## src/rtl/battle_sequencer.sv

```systemverilog
// Battle phase sequencer: drives the shared phase bus and tracks player/enemy HP,
// the enemy pattern turn index and the post-hit invulnerability window.
module battle_sequencer #(
    parameter int PLAYER_HP_MAX = 20,
    parameter int ENEMY_HP_MAX  = 30,
    parameter int HIT_DAMAGE    = 2,
    parameter int PLAYER_ATK    = 5,
    parameter int IFRAME_CYCLES = 32500000,
    parameter int NUM_TURNS     = 8
) (
    input  logic       clk,
    input  logic       rst,
    input  logic       start_in,
    input  logic       menu_done_in,
    input  logic       attack_done_in,
    input  logic       attack_hit_in,
    input  logic       enemy_busy_in,
    input  logic       enemy_finished_in,
    input  logic       damage_in,
    output logic [3:0] state_out,
    output logic [3:0] turn_out,
    output logic [7:0] player_hp_out,
    output logic [7:0] enemy_hp_out,
    output logic       invuln_out,
    output logic       game_over_out,
    output logic       victory_out
);

    // state      | meaning
    // S_IDLE     | waiting for start_in after reset
    // S_MENU     | player choosing FIGHT
    // S_ATTACK   | player attack minigame running
    // S_ENEMY    | enemy pattern running, damage accepted
    // S_GAME_OVER| player HP exhausted
    // S_VICTORY  | enemy HP exhausted
    typedef enum logic [3:0] {
        S_IDLE      = 4'b0000,
        S_MENU      = 4'b0001,
        S_ATTACK    = 4'b0010,
        S_ENEMY     = 4'b1000,
        S_GAME_OVER = 4'b1110,
        S_VICTORY   = 4'b1111
    } state_t;

    localparam int CNT_W = (IFRAME_CYCLES > 1) ? $clog2(IFRAME_CYCLES) : 1;
    localparam logic [CNT_W-1:0] IFRAME_LOAD = CNT_W'(IFRAME_CYCLES - 1);
    localparam logic [7:0] P_HP_MAX  = 8'(PLAYER_HP_MAX);
    localparam logic [7:0] E_HP_MAX  = 8'(ENEMY_HP_MAX);
    localparam logic [7:0] DMG       = 8'(HIT_DAMAGE);
    localparam logic [7:0] ATK       = 8'(PLAYER_ATK);
    localparam logic [3:0] LAST_TURN = 4'(NUM_TURNS - 1);

    state_t           state;
    logic [CNT_W-1:0] iframe_cnt;
    logic             hit_accept;
    logic [7:0]       player_hp_hit;
    logic [7:0]       enemy_hp_atk;
    logic [3:0]       turn_next;

    // Busy is informational only; the sequencer never retries an enemy phase.
    logic unused_busy;
    assign unused_busy = enemy_busy_in;

    always_comb begin
        hit_accept    = 1'b0;
        player_hp_hit = 8'd0;
        enemy_hp_atk  = 8'd0;
        turn_next     = 4'd0;
        hit_accept    = damage_in && (state == S_ENEMY) && !invuln_out;
        if (player_hp_out > DMG)
            player_hp_hit = player_hp_out - DMG;
        if (enemy_hp_out > ATK)
            enemy_hp_atk = enemy_hp_out - ATK;
        if (turn_out != LAST_TURN)
            turn_next = turn_out + 4'd1;
    end

    assign state_out = state;

    always_ff @(posedge clk) begin
        if (rst) begin
            state         <= S_IDLE;
            turn_out      <= 4'd0;
            player_hp_out <= P_HP_MAX;
            enemy_hp_out  <= E_HP_MAX;
            invuln_out    <= 1'b0;
            iframe_cnt    <= '0;
            game_over_out <= 1'b0;
            victory_out   <= 1'b0;
        end else begin
            game_over_out <= 1'b0;
            victory_out   <= 1'b0;

            if (invuln_out) begin
                if (iframe_cnt == '0)
                    invuln_out <= 1'b0;
                else
                    iframe_cnt <= iframe_cnt - 1'b1;
            end

            case (state)
                S_IDLE: begin
                    if (start_in)
                        state <= S_MENU;
                end
                S_MENU: begin
                    if (menu_done_in)
                        state <= S_ATTACK;
                end
                S_ATTACK: begin
                    if (attack_done_in) begin
                        if (attack_hit_in)
                            enemy_hp_out <= enemy_hp_atk;
                        if (attack_hit_in && enemy_hp_atk == 8'd0) begin
                            state       <= S_VICTORY;
                            victory_out <= 1'b1;
                        end else begin
                            state <= S_ENEMY;
                        end
                    end
                end
                S_ENEMY: begin
                    // Damage wins over a coincident finished pulse.
                    if (hit_accept) begin
                        player_hp_out <= player_hp_hit;
                        iframe_cnt    <= IFRAME_LOAD;
                        invuln_out    <= 1'b1;
                    end
                    if (hit_accept && player_hp_hit == 8'd0) begin
                        state         <= S_GAME_OVER;
                        game_over_out <= 1'b1;
                    end else if (enemy_finished_in) begin
                        turn_out <= turn_next;
                        state    <= S_MENU;
                    end
                end
                S_GAME_OVER, S_VICTORY: begin
                    if (start_in) begin
                        player_hp_out <= P_HP_MAX;
                        enemy_hp_out  <= E_HP_MAX;
                        turn_out      <= 4'd0;
                        iframe_cnt    <= '0;
                        invuln_out    <= 1'b0;
                        state         <= S_MENU;
                    end
                end
                default: state <= S_IDLE;
            endcase
        end
    end

endmodule
```

## config.mk

```make
export PLATFORM = sky130hd
export DESIGN_NAME = battle_sequencer
export DESIGN_NICKNAME = d
export VERILOG_FILES = /design/src/rtl/battle_sequencer.sv
export SDC_FILE = /design/constraint.sdc
export NUM_CORES = 1
export LEC_CHECK = 0
export ABC_AREA = 0
export ABC_CLOCK_PERIOD_IN_PS = 1900
export CORE_MARGIN = 3
export CORE_UTILIZATION = 35
export DETAILED_ROUTE_END_ITERATION = 10
export MAX_ROUTING_LAYER = met4
export PLACE_DENSITY_LB_ADDON = 0.12
export RECOVER_POWER = 100
export SLEW_MARGIN = 20
export SYNTH_ARGS = -nofsm -noshare
export SYNTH_HDL_FRONTEND = slang
export SYNTH_SLANG_ARGS = --single-unit
```

## constraint.sdc

```tcl
create_clock -name clk -period 1.9 [get_ports clk]
set_input_delay 0.38 -clock clk [delete_from_list [all_inputs] [get_ports clk]]
set_output_delay 0.38 -clock clk [all_outputs]
set_load 0.02 [all_outputs]
```

==> impl_metrics.tcl <==
set metrics [dict create \
    yosys_warnings 0 \
    synth_cell_types 78 \
    n_fill_cell 850 \
    endpoint_kind "flip-flop" \
    p_switching_mw 2.804 \
    grt_max_degree 28 \
    hp-start "iframe_cnt[0]" \
    synth_top_area_cell "dfxtp_1" \
    max_slew_margin 0.7024 \
    fin_skew_ns 0.01218 \
    worst_slew_pin_slew_ns 0.4430 \
    clk_pin_slew_ns 0.10 \
    dieArea_um2 10080 \
    status "completed" \
    cellInternalPower_mw 3.691 \
    ys.flop_type "dfxtp_1" \
    clkPwrFrac 0.140 \
    criticalPathCategory "reg -> reg" \
    syn_nets 378 \
    final_nets 483 \
    rr_worst_depth 7 \
    clock_path_buffers 2 \
    cts_tree "built" \
    coreArea_um2 8423 \
    seq_area_frac_synth 0.3339 \
    via_per_inst 5.474 \
    synthCells 363 \
    fin_util 0.5294 \
    h-tree-depth 2 \
    rrSetupSlack_ns 0.002 \
    antenna_cells 0 \
    die_h_um 100.4 \
    regArea_um2 1061 \
    drcViolationCount 0 \
    fin_setup_tns_ns 0 \
    worst_setup_path_start_kind "flip-flop" \
    power_switching_share 0.4318 \
    cts_buffers 5 \
    grt_pass1_vias 3044 \
    cap_viol_max_count 0 \
    num_rows 33 \
    cp_max_fo 3 \
    critical_path_required_ns 2.10 \
    drt_pass1_iterations 4 \
    portBuffers 34 \
    combinationalPowerShare 0.618 \
    finalWirelength_um 8689 \
    power.total_mw 6.495 \
    whs_ns 0.4798 \
    wire_per_inst_um 15.14 \
    ys_async_sr_fraction 0 \
    grt.total_usage 0.1759 \
    p_leak_nw 1.724 \
    worst_slack_ns 0.002084 \
    drive_gt1_frac 0.3198 \
    hold_path_end "iframe_cnt[0]" \
    seqPwrFrac 0.243 \
    die_w_um 100.4 \
    ir_drop_uv 618.9 \
    ioPinCount 36 \
    power.density_nw_per_um2 1457 \
    routed-via-count 3142 \
    clk_latency_ns 0.31 \
    synth_area_per_cell_um2 8.590 \
    synth_top_area_share 0.3339 \
    holdPathStages 1 \
    detailedPlacementHpwl_um 6269 \
    drt_iter0_drc 140 \
    multiInputGateArea_um2 2168 \
    grt_pass1_wl_um 14280 \
    final_antenna_net_count 0 \
    setup_viol 0 \
    area_growth_pct 43.02 \
    antenna_found_initial 0 \
    rsz0062_at_grt "true" \
    rr_startpoint "player_hp_out[2]" \
    syn_area_um2 3118 \
    synth.area.top_cells "dfxtp_1 (33%), nand2_1 (4.2%), a21oi_1 (3.9%)" \
    gr-total-overflow 0 \
    max_freq_mhz 526.9 \
    period_minus_slack_ns 1.898 \
    hold_class "reg -> reg" \
    dp_slack_ns -0.1762 \
    finalHoldViolCount 0 \
    drv_slew 0 \
    reg2reg_to "turn_out[0]" \
    clkSinkCount 52 \
    synth_edf_count 0 \
    ctsRootBufferMaster "clkbuf_8" \
    ys_ff_latch 52 \
    fin_crit_sh 0.9989 \
    routabilityCongestion 0.8214 \
    arrival_ns 2.10 \
    initial_core_util 0.3702 \
]
==> timing repair <==
item                       in CTS  in global routing
resized for setup               8                 51
pin swaps                      10                 13
setup endpoints to repair      10                 44
hold buffers                    0                  0
setup buffers                   3                  6
==> power groups by stage <==
stage	Clock [mW]	Combinational, mW	Sequential [mW]
6_report	0.907	4.01	1.58
3_5_place_dp	0	3.40	1.58
4_1_cts	0.938	3.51	1.56
2_1_floorplan	0	1.96	1.65
5_1_grt	0.977	4.36	1.61
3_3_place_gp	0	3.34	1.58
==> area by class of cell <==
class | instances | share of cell area
inverter | 8 | 0.006734
clock inverter | 2 | 0.01347
tap | 105 | 0.02946
timing repair buffer | 117 | 0.2099
sequential | 52 | 0.2379
multi-input combinational | 284 | 0.4863
clock buffer | 6 | 0.01627
==> worst max path at each step <==
stage / from / end / depth (start not counted)
2_1_floorplan: player_hp_out[1] / state_out[0] / 8
3_3_place_gp: start_in / state_out[0] / 6
3_5_place_dp: start_in / state_out[0] / 6
4_1_cts: iframe_cnt[8] / iframe_cnt[20] / 6
5_1_grt: state_out[1] / enemy_hp_out[2] / 8
6_report: player_hp_out[2] / turn_out[0] / 7
==> cells in the mapped netlist (4+ instances only) <==
library cell / instances
a2111oi_1: 4
a211oi_1: 4
a21oi_1: 24
a311oi_1: 11
a31oi_1: 7
and2_1: 6
and3_1: 4
buf_2: 5
clkbuf_1: 13
dfxtp_1: 52
ha_1: 6
inv_1: 8
mux2i_1: 5
nand2_1: 35
nand2b_1: 9
nand3_1: 12
nand3b_1: 5
nor2_1: 21
nor3_1: 11
nor4_1: 4
nor4b_1: 4
o21ai_0: 16
o21ai_1: 4
or3_1: 8
or4_1: 4
xnor2_1: 9
==> sequential cells by signal (all words and copies together), names as in the netlist <==
register,count
player_hp_out,8
victory_out,1
turn_out,4
enemy_hp_out,8
state_out,4
invuln_out,1
game_over_out,1
iframe_cnt,25
==> layout by cell type, fill, tap and decap left out, drive strengths merged, types with 4 or more instances in the layout <==
cell            n
ha              6
a31oi           7
buf            71
o21bai          4
dfxtp          52
dlygate4sd3     9
nand2          36
inv             8
nand3          12
clkbuf         22
and2            7
mux2i           5
a211oi          6
o21ai          20
nor2           22
or3             9
xnor2          10
nand2b          9
nor4b           5
a21oi          24
nor3           11
or4             4
nor4            7
a2111oi         5
nand3b          5
and3            4
a311oi         12
clkdlybuf4s50  20
==> critical path: stages (launching register included) <==
cell	delay, ns
dfxtp_4	0.36
buf_6	0.11
or3_4	0.41
xnor2_4	0.19
o21bai_4	0.11
buf_6	0.13
a21boi_4	0.16
mux2_4	0.31
==> per-stage QoR <==
stage                     instance area (µm²)  cells
after global placement                   4103    558
final                                    4459    574
after detailed placement                 4103    558
after CTS                                4304    569
after floorplan                          3154    363
after global routing                     4459    574
==> per-layer routing <==
metal,vias up,global-route usage,share of wire
met5,-,-,0
met4,0,0.03316,0.0033
met3,2,0.02780,0.030
met2,41,0.2875,0.48
met1,1509,0.2319,0.49
li1,1590,-,-
==> kinds of logic after synthesis <==
group,Yosys count,share of synthesized area
AOI/OAI and AO/OA,107,0.2528
xor gates and xnor gates,12,0.03612
adders and majority gates,7,0.02729
buffers and inverters,27,0.03692
DFF,52,0.3339
muxes,8,0.02689
and+or+nand+nor,150,0.2861
No activity file was read; power rests on OpenSTA's default activity.
